<file path="config.mk">
export PLATFORM = sky130hd
export DESIGN_NAME = secuenciador_bloques_datos_flat
export DESIGN_NICKNAME = d
export VERILOG_FILES = /design/src/rtl/secuenciador_pkg.sv /design/src/rtl/secuenciador_bloques_datos_if.sv /design/src/rtl/contador_refresco.sv /design/src/rtl/secuenciador_bloques_datos.sv /design/src/flat_wrapper.sv
export SDC_FILE = /design/constraint.sdc
export NUM_CORES = 1
export LEC_CHECK = 0
export CAP_MARGIN = 20
export CELL_PAD_IN_SITES_DETAIL_PLACEMENT = 0
export CELL_PAD_IN_SITES_GLOBAL_PLACEMENT = 1
export CORE_ASPECT_RATIO = 1.4
export CORE_UTILIZATION = 42
export DETAILED_ROUTE_END_ITERATION = 12
export HOLD_SLACK_MARGIN = 0.05
export PLACE_DENSITY = 0.73
export RECOVER_POWER = 25
export SETUP_SLACK_MARGIN = 0.4
export SYNTH_ARGS = -nofsm -noshare
export SYNTH_HDL_FRONTEND = slang
export SYNTH_SLANG_ARGS = --single-unit
</file>
<file path="constraint.sdc">
create_clock -name clk -period 2.65 [get_ports clk]
set_clock_uncertainty 0.1 [all_clocks]
set_input_delay 0.53 -clock clk [delete_from_list [all_inputs] [get_ports clk]]
set_output_delay 0.53 -clock clk [all_outputs]
set_load 0.01 [all_outputs]
</file>
<file path="src/rtl/secuenciador_pkg.sv">
// Shared codes, sweep/state enums and step-to-code mapping for the data-block sequencer.
package secuenciador_pkg;

  localparam int unsigned COD_W  = 4;
  localparam int unsigned PASO_W = 4;

  localparam logic [COD_W-1:0] COD_INIT   = 4'd0;
  localparam logic [COD_W-1:0] COD_MS     = 4'd1;
  localparam logic [COD_W-1:0] COD_TRANSF = 4'd2;
  localparam logic [COD_W-1:0] COD_FECHA0 = 4'd3;
  localparam logic [COD_W-1:0] COD_HORA0  = 4'd6;
  localparam logic [COD_W-1:0] COD_CRONO0 = 4'd9;
  localparam logic [COD_W-1:0] COD_IDLE   = 4'd15;

  typedef enum logic [1:0] {BARR_INIT, BARR_LECT, BARR_ESCR} barrido_e;
  typedef enum logic [1:0] {IDLE, EMITIR, ESPERAR} estado_e;

  typedef struct packed {
    logic [COD_W-1:0] codigo;
    logic             rw;
  } paso_t;

  // Code and direction for step idx of a sweep; a write sweep ends with the transfer command.
  function automatic paso_t codigo_paso(input barrido_e b, input logic [1:0] grp,
                                        input logic [PASO_W-1:0] idx);
    paso_t            p;
    logic [COD_W-1:0] base;
    base = (grp == 2'b00) ? COD_FECHA0 : (grp == 2'b01) ? COD_HORA0 : COD_CRONO0;
    p.rw = (b != BARR_LECT);
    case (b)
      BARR_INIT: p.codigo = COD_INIT + idx;
      BARR_LECT: p.codigo = COD_FECHA0 + idx;
      default:   p.codigo = (idx == PASO_W'(3)) ? COD_TRANSF : base + idx;
    endcase
    return p;
  endfunction

  function automatic logic es_ultimo(input barrido_e b, input logic [PASO_W-1:0] idx);
    logic r;
    case (b)
      BARR_INIT: r = (idx == PASO_W'(2));
      BARR_LECT: r = (idx == PASO_W'(8));
      default:   r = (idx == PASO_W'(3));
    endcase
    return r;
  endfunction

endpackage

</file>
<file path="src/rtl/secuenciador_bloques_datos_if.sv">
// Request, bus-handshake and decoder-code signals of the data-block sequencer.
interface secuenciador_bloques_datos_if;
  logic       init_req;
  logic       escribir_req;
  logic [1:0] grupo_escritura;
  logic       done_bus;
  logic       start_bus;
  logic       rw;
  logic [3:0] Selec_Mux_DD;
  logic       ocupado;
  logic       fin_barrido;
  logic       error_timeout;

  modport master (
    input  init_req, escribir_req, grupo_escritura, done_bus,
    output start_bus, rw, Selec_Mux_DD, ocupado, fin_barrido, error_timeout
  );

  modport slave (
    output init_req, escribir_req, grupo_escritura, done_bus,
    input  start_bus, rw, Selec_Mux_DD, ocupado, fin_barrido, error_timeout
  );
endinterface

</file>
<file path="src/rtl/contador_refresco.sv">
// Free-running refresh counter; tick_c is high for the one cycle before it wraps to zero.
module contador_refresco #(
  parameter int unsigned REFRESH_TICKS = 1000000
) (
  input  logic clk,
  input  logic reset_n,
  output logic tick_c
);

  localparam int unsigned    CNT_W  = (REFRESH_TICKS > 1) ? $clog2(REFRESH_TICKS) : 1;
  localparam logic [CNT_W-1:0] ULTIMO = CNT_W'(REFRESH_TICKS - 1);

  logic [CNT_W-1:0] cnt_q, cnt_d;

  always_comb begin
    tick_c = (cnt_q == ULTIMO);
    cnt_d  = tick_c ? '0 : cnt_q + CNT_W'(1);
  end

  always_ff @(posedge clk or negedge reset_n) begin
    if (!reset_n) cnt_q <= '0;
    else          cnt_q <= cnt_d;
  end

endmodule

</file>
<file path="src/rtl/secuenciador_bloques_datos.sv">
// Sequences Selec_Mux_DD through init/read/write sweeps, one start/done bus handshake per code.
module secuenciador_bloques_datos
  import secuenciador_pkg::*;
#(
  parameter int unsigned REFRESH_TICKS = 1000000,
  parameter int unsigned TIMEOUT       = 4095
) (
  input logic                          clk,
  input logic                          reset_n,
  secuenciador_bloques_datos_if.master bus
);

  localparam int unsigned ESP_W = (TIMEOUT > 1) ? $clog2(TIMEOUT) : 1;

  estado_e             estado_q, estado_d;
  barrido_e            barr_q, barr_d;
  logic [PASO_W-1:0]   paso_q, paso_d;
  logic [1:0]          grp_act_q, grp_act_d, grp_pend_q, grp_pend_d;
  logic                pend_init_q, pend_init_d, pend_wr_q, pend_wr_d, pend_rd_q, pend_rd_d;
  logic [ESP_W-1:0]    espera_q, espera_d;
  logic [COD_W-1:0]    sel_q, sel_d;
  logic                rw_q, rw_d, ocup_q, ocup_d, start_q, start_d;
  logic                fin_q, fin_d, err_q, err_d;

  logic                tick_c;
  logic                arranca;
  barrido_e            barr_nuevo;
  logic [1:0]          grp_nuevo;
  logic [PASO_W-1:0]   paso_sig;
  paso_t               paso_nuevo;

  contador_refresco #(.REFRESH_TICKS(REFRESH_TICKS)) u_refresco (
    .clk    (clk),
    .reset_n(reset_n),
    .tick_c (tick_c)
  );

  always_comb begin
    estado_d    = estado_q;
    barr_d      = barr_q;
    paso_d      = paso_q;
    grp_act_d   = grp_act_q;
    grp_pend_d  = grp_pend_q;
    pend_init_d = pend_init_q;
    pend_wr_d   = pend_wr_q;
    pend_rd_d   = pend_rd_q;
    espera_d    = espera_q;
    sel_d       = sel_q;
    rw_d        = rw_q;
    ocup_d      = ocup_q;
    start_d     = 1'b0;
    fin_d       = 1'b0;
    err_d       = 1'b0;
    arranca     = 1'b0;
    barr_nuevo  = barr_q;
    grp_nuevo   = grp_act_q;
    paso_sig    = paso_q + PASO_W'(1);
    paso_nuevo  = codigo_paso(barr_q, grp_act_q, paso_sig);

    case (estado_q)
      IDLE: begin
        if (pend_init_q) begin
          arranca     = 1'b1;
          barr_nuevo  = BARR_INIT;
          pend_init_d = 1'b0;
        end else if (pend_wr_q) begin
          arranca    = 1'b1;
          barr_nuevo = BARR_ESCR;
          grp_nuevo  = grp_pend_q;
          pend_wr_d  = 1'b0;
        end else if (pend_rd_q) begin
          arranca    = 1'b1;
          barr_nuevo = BARR_LECT;
          pend_rd_d  = 1'b0;
        end
        if (arranca) begin
          paso_nuevo = codigo_paso(barr_nuevo, grp_nuevo, '0);
          estado_d   = EMITIR;
          barr_d     = barr_nuevo;
          grp_act_d  = grp_nuevo;
          paso_d     = '0;
          sel_d      = paso_nuevo.codigo;
          rw_d       = paso_nuevo.rw;
          ocup_d     = 1'b1;
        end
      end
      EMITIR: begin
        start_d  = 1'b1;
        espera_d = '0;
        estado_d = ESPERAR;
      end
      ESPERAR: begin
        // done wins over a timeout expiring on the same edge
        if (bus.done_bus) begin
          if (es_ultimo(barr_q, paso_q)) begin
            estado_d = IDLE;
            sel_d    = COD_IDLE;
            rw_d     = 1'b0;
            ocup_d   = 1'b0;
            fin_d    = 1'b1;
          end else begin
            paso_d   = paso_sig;
            sel_d    = paso_nuevo.codigo;
            estado_d = EMITIR;
          end
        end else if (espera_q == ESP_W'(TIMEOUT - 1)) begin
          estado_d = IDLE;
          sel_d    = COD_IDLE;
          rw_d     = 1'b0;
          ocup_d   = 1'b0;
          err_d    = 1'b1;
        end else begin
          espera_d = espera_q + ESP_W'(1);
        end
      end
      default: estado_d = IDLE;
    endcase

    // New requests are applied after the start-clear so a same-edge request is not lost
    if (bus.init_req) pend_init_d = 1'b1;
    if (bus.escribir_req && (bus.grupo_escritura != 2'b11)) begin
      pend_wr_d  = 1'b1;
      grp_pend_d = bus.grupo_escritura;
    end
    if (tick_c) pend_rd_d = 1'b1;
  end

  always_ff @(posedge clk or negedge reset_n) begin
    if (!reset_n) begin
      estado_q    <= IDLE;
      barr_q      <= BARR_INIT;
      paso_q      <= '0;
      grp_act_q   <= '0;
      grp_pend_q  <= '0;
      pend_init_q <= 1'b0;
      pend_wr_q   <= 1'b0;
      pend_rd_q   <= 1'b0;
      espera_q    <= '0;
      sel_q       <= COD_IDLE;
      rw_q        <= 1'b0;
      ocup_q      <= 1'b0;
      start_q     <= 1'b0;
      fin_q       <= 1'b0;
      err_q       <= 1'b0;
    end else begin
      estado_q    <= estado_d;
      barr_q      <= barr_d;
      paso_q      <= paso_d;
      grp_act_q   <= grp_act_d;
      grp_pend_q  <= grp_pend_d;
      pend_init_q <= pend_init_d;
      pend_wr_q   <= pend_wr_d;
      pend_rd_q   <= pend_rd_d;
      espera_q    <= espera_d;
      sel_q       <= sel_d;
      rw_q        <= rw_d;
      ocup_q      <= ocup_d;
      start_q     <= start_d;
      fin_q       <= fin_d;
      err_q       <= err_d;
    end
  end

  assign bus.start_bus     = start_q;
  assign bus.rw            = rw_q;
  assign bus.Selec_Mux_DD  = sel_q;
  assign bus.ocupado       = ocup_q;
  assign bus.fin_barrido   = fin_q;
  assign bus.error_timeout = err_q;

endmodule

</file>
<file path="src/flat_wrapper.sv">
// flat-port wrapper written by rule: the top's interface ports become plain ports
module secuenciador_bloques_datos_flat import secuenciador_pkg::*;
#(
  parameter int unsigned REFRESH_TICKS = 1000000,
  parameter int unsigned TIMEOUT       = 4095
)
  (clk, reset_n, bus_init_req, bus_escribir_req, bus_grupo_escritura, bus_done_bus, bus_start_bus, bus_rw, bus_Selec_Mux_DD, bus_ocupado, bus_fin_barrido, bus_error_timeout);
  secuenciador_bloques_datos_if bus_i ();
  input logic clk;
  input logic reset_n;
  input wire logic [$bits(bus_i.init_req)-1:0] bus_init_req;
  input wire logic [$bits(bus_i.escribir_req)-1:0] bus_escribir_req;
  input wire logic [$bits(bus_i.grupo_escritura)-1:0] bus_grupo_escritura;
  input wire logic [$bits(bus_i.done_bus)-1:0] bus_done_bus;
  output wire logic [$bits(bus_i.start_bus)-1:0] bus_start_bus;
  output wire logic [$bits(bus_i.rw)-1:0] bus_rw;
  output wire logic [$bits(bus_i.Selec_Mux_DD)-1:0] bus_Selec_Mux_DD;
  output wire logic [$bits(bus_i.ocupado)-1:0] bus_ocupado;
  output wire logic [$bits(bus_i.fin_barrido)-1:0] bus_fin_barrido;
  output wire logic [$bits(bus_i.error_timeout)-1:0] bus_error_timeout;
  assign bus_i.init_req = bus_init_req;
  assign bus_i.escribir_req = bus_escribir_req;
  assign bus_i.grupo_escritura = bus_grupo_escritura;
  assign bus_i.done_bus = bus_done_bus;
  assign bus_start_bus = bus_i.start_bus;
  assign bus_rw = bus_i.rw;
  assign bus_Selec_Mux_DD = bus_i.Selec_Mux_DD;
  assign bus_ocupado = bus_i.ocupado;
  assign bus_fin_barrido = bus_i.fin_barrido;
  assign bus_error_timeout = bus_i.error_timeout;
  secuenciador_bloques_datos #(.REFRESH_TICKS(REFRESH_TICKS), .TIMEOUT(TIMEOUT)) u_core (.clk(clk), .reset_n(reset_n), .bus(bus_i));
endmodule
</file>
==> results_dict.tcl, run 1 <==
set metrics [dict create \
    finalCriticalPeriod_ns 2.34 \
    cpMaxStageDelayCell "dfrtp_1" \
    layout-drive-gt1-share 0.152 \
    cts_sinks 56 \
    io_buffer_count 15 \
    drcViolationCount 0 \
    synthFlopType "dfrtp_1" \
    synthArstFlopShare 1.00 \
    areaGrowthSynthToFinish_pct 16.9 \
    worstPathRequired_ns 2.79 \
    setup_violations 0 \
    hold_buffers 0 \
    rows 36 \
    cap_viol_max_count 0 \
    drt_iter0_drc 86 \
    critical_path.max_stage_delay_ns 0.41 \
    fp.coreArea_um2 7120 \
    grt_overflow 0 \
    hold_viol 0 \
    grt_setup_unrepaired "true" \
    wire_per_inst_um 15.5 \
    post-route-util 0.516 \
    endpoint_kind "register" \
    ir_drop_v 0.000663 \
    cts_tree "yes" \
    cts_root_buf "clkbuf_8" \
    htreeDepth 2 \
    cpMostUsedCell "ha_4" \
    leakage_nw 1.62 \
    cts_buffer_depth 2 \
    max_slew.worst_pin.slew_ns 1.39 \
    final_cell_mix "dfrtp_1 (51), nor2_1 (39), nand2_1 (26)" \
    grt_max_degree 57 \
    die_w_um 75.1 \
    num_vias 2389 \
    grt_pass1_wl_um 11400 \
    regToRegStartpoint "u_core.paso_q[0]" \
    ys_types 56 \
    final_common_cell "dfrtp_1" \
    pin_count 16 \
    drt_first_pass_iters 4 \
    fill_cells 723 \
    seqCellArea_um2 1410 \
    postSynthAreaPerCell_um2 9.72 \
    syn-num-nets 337 \
    cts-buffers-inserted 5 \
    fp.dieH_um 104 \
    synth-edff-count 0 \
    drt-vias-per-instance 5.45 \
    nets 356 \
    syn_area_um2 3140 \
    syn_inst 323 \
    gp_congestion 0.767 \
    min_path_type "register to register" \
    ys_seq_elements 56 \
    yosysWarnings 0 \
    worstSetupPathType "register to register" \
    dp_hpwl_um 4730 \
    fmax_mhz 428 \
    antenna_found_initial 0 \
    crit_fanout 3 \
    p_per_area_nw_per_um2 883 \
    grt_pass1_vias 2465 \
    post-route-period-util 0.882 \
    wl_um 6800 \
    min-delay-start "u_core.u_refresco.cnt_q[4]" \
    slew_violations 0 \
    path_clk_slew_ns 0.09 \
    critPathLaunch "u_core.paso_q[0]" \
    outcome "completed" \
    antenna_left 0 \
    start_util 0.441 \
    slew_headroom 0.0750 \
    insertion_delay_ns 0.31 \
    arrival_ns 2.47 \
    crit_chain "clkinv_4 -> ha_4 -> xor2_2 -> ha_4 -> o21bai_4 -> a221oi_4 -> mux2_4 -> o31ai_4 -> a21oi_2" \
    diodes 0 \
    die_area_um2 7830 \
    setup_tns_ns 0 \
    grt_use_total 0.189 \
    critPathLaunchType "register" \
    yosysSeqAreaShare 0.448 \
    multi_input_area_um2 1770 \
]
[registers in the layout, summed over array words and instances, names as in the netlist, 2 cells and up]
| signal | count |
|---|---|
| u_core.barr_q | 2 |
| u_core.bus.Selec_Mux_DD | 4 |
| u_core.espera_q | 12 |
| u_core.estado_q | 2 |
| u_core.grp_act_q | 2 |
| u_core.grp_pend_q | 2 |
| u_core.paso_q | 4 |
| u_core.u_refresco.cnt_q | 20 |
[Yosys cell counts, types with 4 or more instances]
cell      number  area share
nor4_1         4      0.0080
xor2_1        25       0.070
o21ai_0       13       0.021
xnor2_1       10       0.028
nor2_1        39       0.047
nand4_1        8       0.016
ha_1           7       0.028
inv_1          7      0.0084
dfstp_2        4       0.033
and4_1         4       0.011
clkbuf_1       8      0.0096
and2_1         6       0.012
o31ai_1        4      0.0096
dfrtp_1       52        0.41
nand2b_1       4      0.0080
mux2i_1        4       0.013
and3_1         9       0.018
buf_2          5      0.0080
o211ai_1       4      0.0096
nand2_1       26       0.031
a21o_1         4      0.0096
a31oi_1        4      0.0080
nor2b_1        7       0.014
a21oi_1        4      0.0064
nand3_1       11       0.018
[cell families (layout without fill, tap and decap cells)]
family          Yosys count  count (layout)  synth area share
simple gates            143             143             0.252
buf+inv                  22              42            0.0307
compound gates           54              54             0.121
mux                       5               5            0.0163
fa+ha+maj                 7               7            0.0279
xor+xnor                 36              36             0.105
flops                    56              56             0.448
[what timing repair did]
| action | in CTS | in global routing |
|---|---|---|
| pin swaps | 5 | 6 |
| gates resized for setup | 5 | 15 |
| endpoints found under the setup margin | 1 | 6 |
| setup buffers | 5 | 0 |
| gates cloned | 0 | 0 |
[area by class of cell]
type,instances,area share
multi-input cells,245,0.482
flip-flops and latches,56,0.383
repair buffers,27,0.0634
well taps,95,0.0324
clock buffers,5,0.0187
clock inverters,3,0.0116
inverters,7,0.00852
[power breakdown]
part	switching (mW)	internal, mW	leakage, nW
clock network	0.286	0.280	0.0541
registers	0.179	1.00	0.726
logic	0.751	0.744	0.843
[per-layer routing]
metal	wire, um	vias up	share of wire	track usage
met5	0	-	0	0
met4	148	0	0.022	0.0620
met3	105	12	0.015	0.0281
met2	3690	33	0.54	0.338
met1	2860	1171	0.42	0.224
li1	-	1173	-	-
[worst paths after layout]
kind / end / slack, ns / cells after the start
worst min-delay path: u_core.u_refresco.cnt_q[4] / 0.37 / 1
max in group asynchronous: u_core.paso_q[1] / 1.00 / 2
worst max register to register: u_core.bus.Selec_Mux_DD[2] / 0.31 / 9
worst min register to register: u_core.u_refresco.cnt_q[4] / 0.37 / 1
min in group asynchronous: u_core.u_refresco.cnt_q[6] / 0.51 / 2
worst max-delay path: u_core.bus.Selec_Mux_DD[2] / 0.31 / 9
[critical path, delay by kind of cell, from the launching register on]
| family | cells | cell delay [ns] |
|---|---|---|
| compound gates | 4 | 0.77 |
| fa+ha+maj | 2 | 0.42 |
| flops | 1 | 0.41 |
| mux | 1 | 0.34 |
| xor+xnor | 1 | 0.16 |
| buf+inv | 1 | 0.07 |
[through the flow]
stage               hold slack [ns]  worst slack [ns]  power (mW)  std cells  instance area (um^2)
finish                        0.367             0.312        3.24        438                  3670
global route                  0.390             0.234        3.47        438                  3670
detailed placement            0.356             0.138        2.37        425                  3410
CTS                           0.268             0.322        3.06        438                  3580
global placement              0.361             0.227        2.34        425                  3410
floorplan                     0.134             0.127        2.03        323                  3190
No activity file was read; power rests on OpenSTA's default activity.
==> inputs of run 2 (changes only) <==
--- a/config.mk
+++ b/config.mk
@@ -5,6 +5,7 @@
 export SDC_FILE = /design/constraint.sdc
 export NUM_CORES = 1
 export LEC_CHECK = 0
+export ABC_AREA = 0
 export CAP_MARGIN = 20
 export CELL_PAD_IN_SITES_DETAIL_PLACEMENT = 0
 export CELL_PAD_IN_SITES_GLOBAL_PLACEMENT = 1
==> results of run 2 <==
Final layout, timing and power as in run 1 (identical DEF).
==> inputs of run 3 (changes only) <==
--- a/config.mk
+++ b/config.mk
@@ -14,8 +14,9 @@
 export DETAILED_ROUTE_END_ITERATION = 12
 export HOLD_SLACK_MARGIN = 0.05
 export PLACE_DENSITY = 0.73
-export RECOVER_POWER = 25
+export RECOVER_POWER = 100
 export SETUP_SLACK_MARGIN = 0.4
+export SKIP_CTS_REPAIR_TIMING = 1
 export SYNTH_ARGS = -nofsm -noshare
 export SYNTH_HDL_FRONTEND = slang
 export SYNTH_SLANG_ARGS = --single-unit
==> run 3 against run 2 <==
- global-route usage decreased by 0.099 points
- power decreased by 6.1%
- sequential cell count unchanged
- core utilization decreased by 0.81 points
- hold slack about the same
- combinational power decreased by 13%
- clock power increased by 0.7%
- non-clock buffer count increased by 1
- sequential share of layout area increased by 0.61 points
- clock-buffer cell count unchanged
- sequential power about the same
- largest cell class unchanged
==> results_dict.tcl, run 3 (synthesis gave the netlist of run 1 again) <==
set metrics [dict create \
    outcome "completed" \
    worstSetupPathType "register to register" \
    path_clk_slew_ns 0.09 \
    worstPathRequired_ns 2.79 \
    drt-vias-per-instance 5.43 \
    drt_first_pass_iters 4 \
    largest_reg_flops 20 \
    power_mw 3.04 \
    pin_count 16 \
    setup_tns_ns 0 \
    grt_pass1_vias 2427 \
    areaGrowthSynthToFinish_pct 15.1 \
    gp_congestion 0.767 \
    regToRegStartpoint "u_core.paso_q[0]" \
    top_register "u_core.u_refresco.cnt_q" \
    finalNonFillerCells 439 \
    wl_um 6720 \
    grt_overflow 0 \
    fp.dieH_um 104 \
    slew_violations 0 \
    placed_cells 425 \
    leakage_nw 1.61 \
    start_util 0.441 \
    setup_violations 0 \
    grt_max_degree 57 \
    finalCriticalPeriod_ns 2.41 \
    drcViolationCount 0 \
    crit_chain "clkinv_4 -> ha_4 -> xor2_1 -> ha_2 -> o21bai_1 -> a221oi_2 -> buf_4 -> and4b_1 -> o31ai_4 -> a21oi_2" \
    wire_per_inst_um 15.3 \
    final_cell_mix "dfrtp_1 (51), nor2_1 (39), nand2_1 (26)" \
    top_regs "u_core.u_refresco.cnt_q x20, u_core.espera_q x12" \
    arrival_ns 2.55 \
    htreeDepth 2 \
    grt_setup_unrepaired "true" \
    drt_iter0_drc 94 \
    diodes 0 \
    cts_sinks 56 \
    layout-drive-gt1-share 0.125 \
    hold_viol 0 \
    crit_path_end "u_core.bus.Selec_Mux_DD[2]" \
    antenna_left 0 \
    endpoint_kind "register" \
    antenna_found_initial 0 \
    cts_buffer_depth 2 \
    max_slew.worst_pin.slew_ns 1.39 \
    min_path_type "register to register" \
    rr_worst_depth 10 \
    post-route-period-util 0.908 \
    critPathLaunch "u_core.paso_q[0]" \
    critPathLaunchType "register" \
    critical_path.max_stage_delay_ns 0.41 \
    cts_tree "yes" \
    die_w_um 75.1 \
    dp_hpwl_um 4730 \
    slew_headroom 0.0731 \
    io_buffer_count 15 \
    ir_drop_v 0.000481 \
    num_vias 2384 \
    fp.coreArea_um2 7120 \
    ff2ff_setup_slack_ns 0.24 \
    cpMaxStageDelayCell "dfrtp_1" \
    cts-buffers-inserted 5 \
    r2r_end "u_core.bus.Selec_Mux_DD[2]" \
    finalInstanceArea_um2 3610 \
    crit_fanout 6 \
    place_area_um2 3410 \
    cts_root_buf "clkbuf_8" \
    insertion_delay_ns 0.32 \
    grt_pass1_wl_um 11400 \
    fill_cells 729 \
    nets 357 \
    fmax_mhz 416 \
    p_per_area_nw_per_um2 842 \
    rows 36 \
    cap_viol_max_count 0 \
    grt_use_total 0.188 \
    die_area_um2 7830 \
    whs_ns 0.367 \
    final_common_cell "dfrtp_1" \
]
run 3: worst max-delay path: cells and delay by family (launching register included):
kind                       cells  cell delay, ns
AOI/OAI and AO/OA              4            0.68
xor gates and xnor gates       1            0.15
adders and majority gates      2            0.48
buffers and inverters          2            0.28
DFF                            1            0.41
and+or+nand+nor                1            0.25
run 3: worst min-delay path by stage:
stage / start / end / slack (ns) / depth (start not counted)
floorplan: reset_n / u_core.barr_q[0] / 0.13 / 0
global placement: u_core.u_refresco.cnt_q[4] / u_core.u_refresco.cnt_q[4] / 0.36 / 1
detailed placement: u_core.u_refresco.cnt_q[4] / u_core.u_refresco.cnt_q[4] / 0.36 / 1
CTS: reset_n / u_core.u_refresco.cnt_q[13] / 0.27 / 2
global route: u_core.u_refresco.cnt_q[4] / u_core.u_refresco.cnt_q[4] / 0.39 / 1
finish: u_core.u_refresco.cnt_q[4] / u_core.u_refresco.cnt_q[4] / 0.37 / 1
run 3: through the flow:
stage / util / setup slack (ns)
after floorplan: - / 0.127
after global placement: 0.480 / 0.227
after detailed placement: 0.480 / 0.138
after CTS: 0.495 / 0.119
after global routing: 0.508 / 0.107
final: 0.508 / 0.243
run 3: layer usage:
layer | global-route usage | wire length, um | up-vias
li1 | - | - | 1173
met3 | 0.0271 | 87 | 6
met5 | 0 | 0 | -
met2 | 0.337 | 3690 | 20
met4 | 0.0526 | 76 | 0
met1 | 0.227 | 2870 | 1185
run 3: report_power, final:
part / leakage [nW] / switching (mW) / internal, mW
logic: 0.830 / 0.682 / 0.617
clock network: 0.0541 / 0.289 / 0.280
registers: 0.726 / 0.173 / 1.00
total: 1.61 / 1.14 / 1.90
run 3: area by class of cell:
cell class / instances / area, um^2 / share of cell area
Clock inverter: 3 / 42.5 / 0.0118
Multi-Input combinational cell: 245 / 1720 / 0.476
Tap cell: 95 / 119 / 0.0329
Timing Repair Buffer: 28 / 225 / 0.0623
Inverter: 7 / 31.3 / 0.00866
Clock buffer: 5 / 68.8 / 0.0190
Sequential cell: 56 / 1410 / 0.390
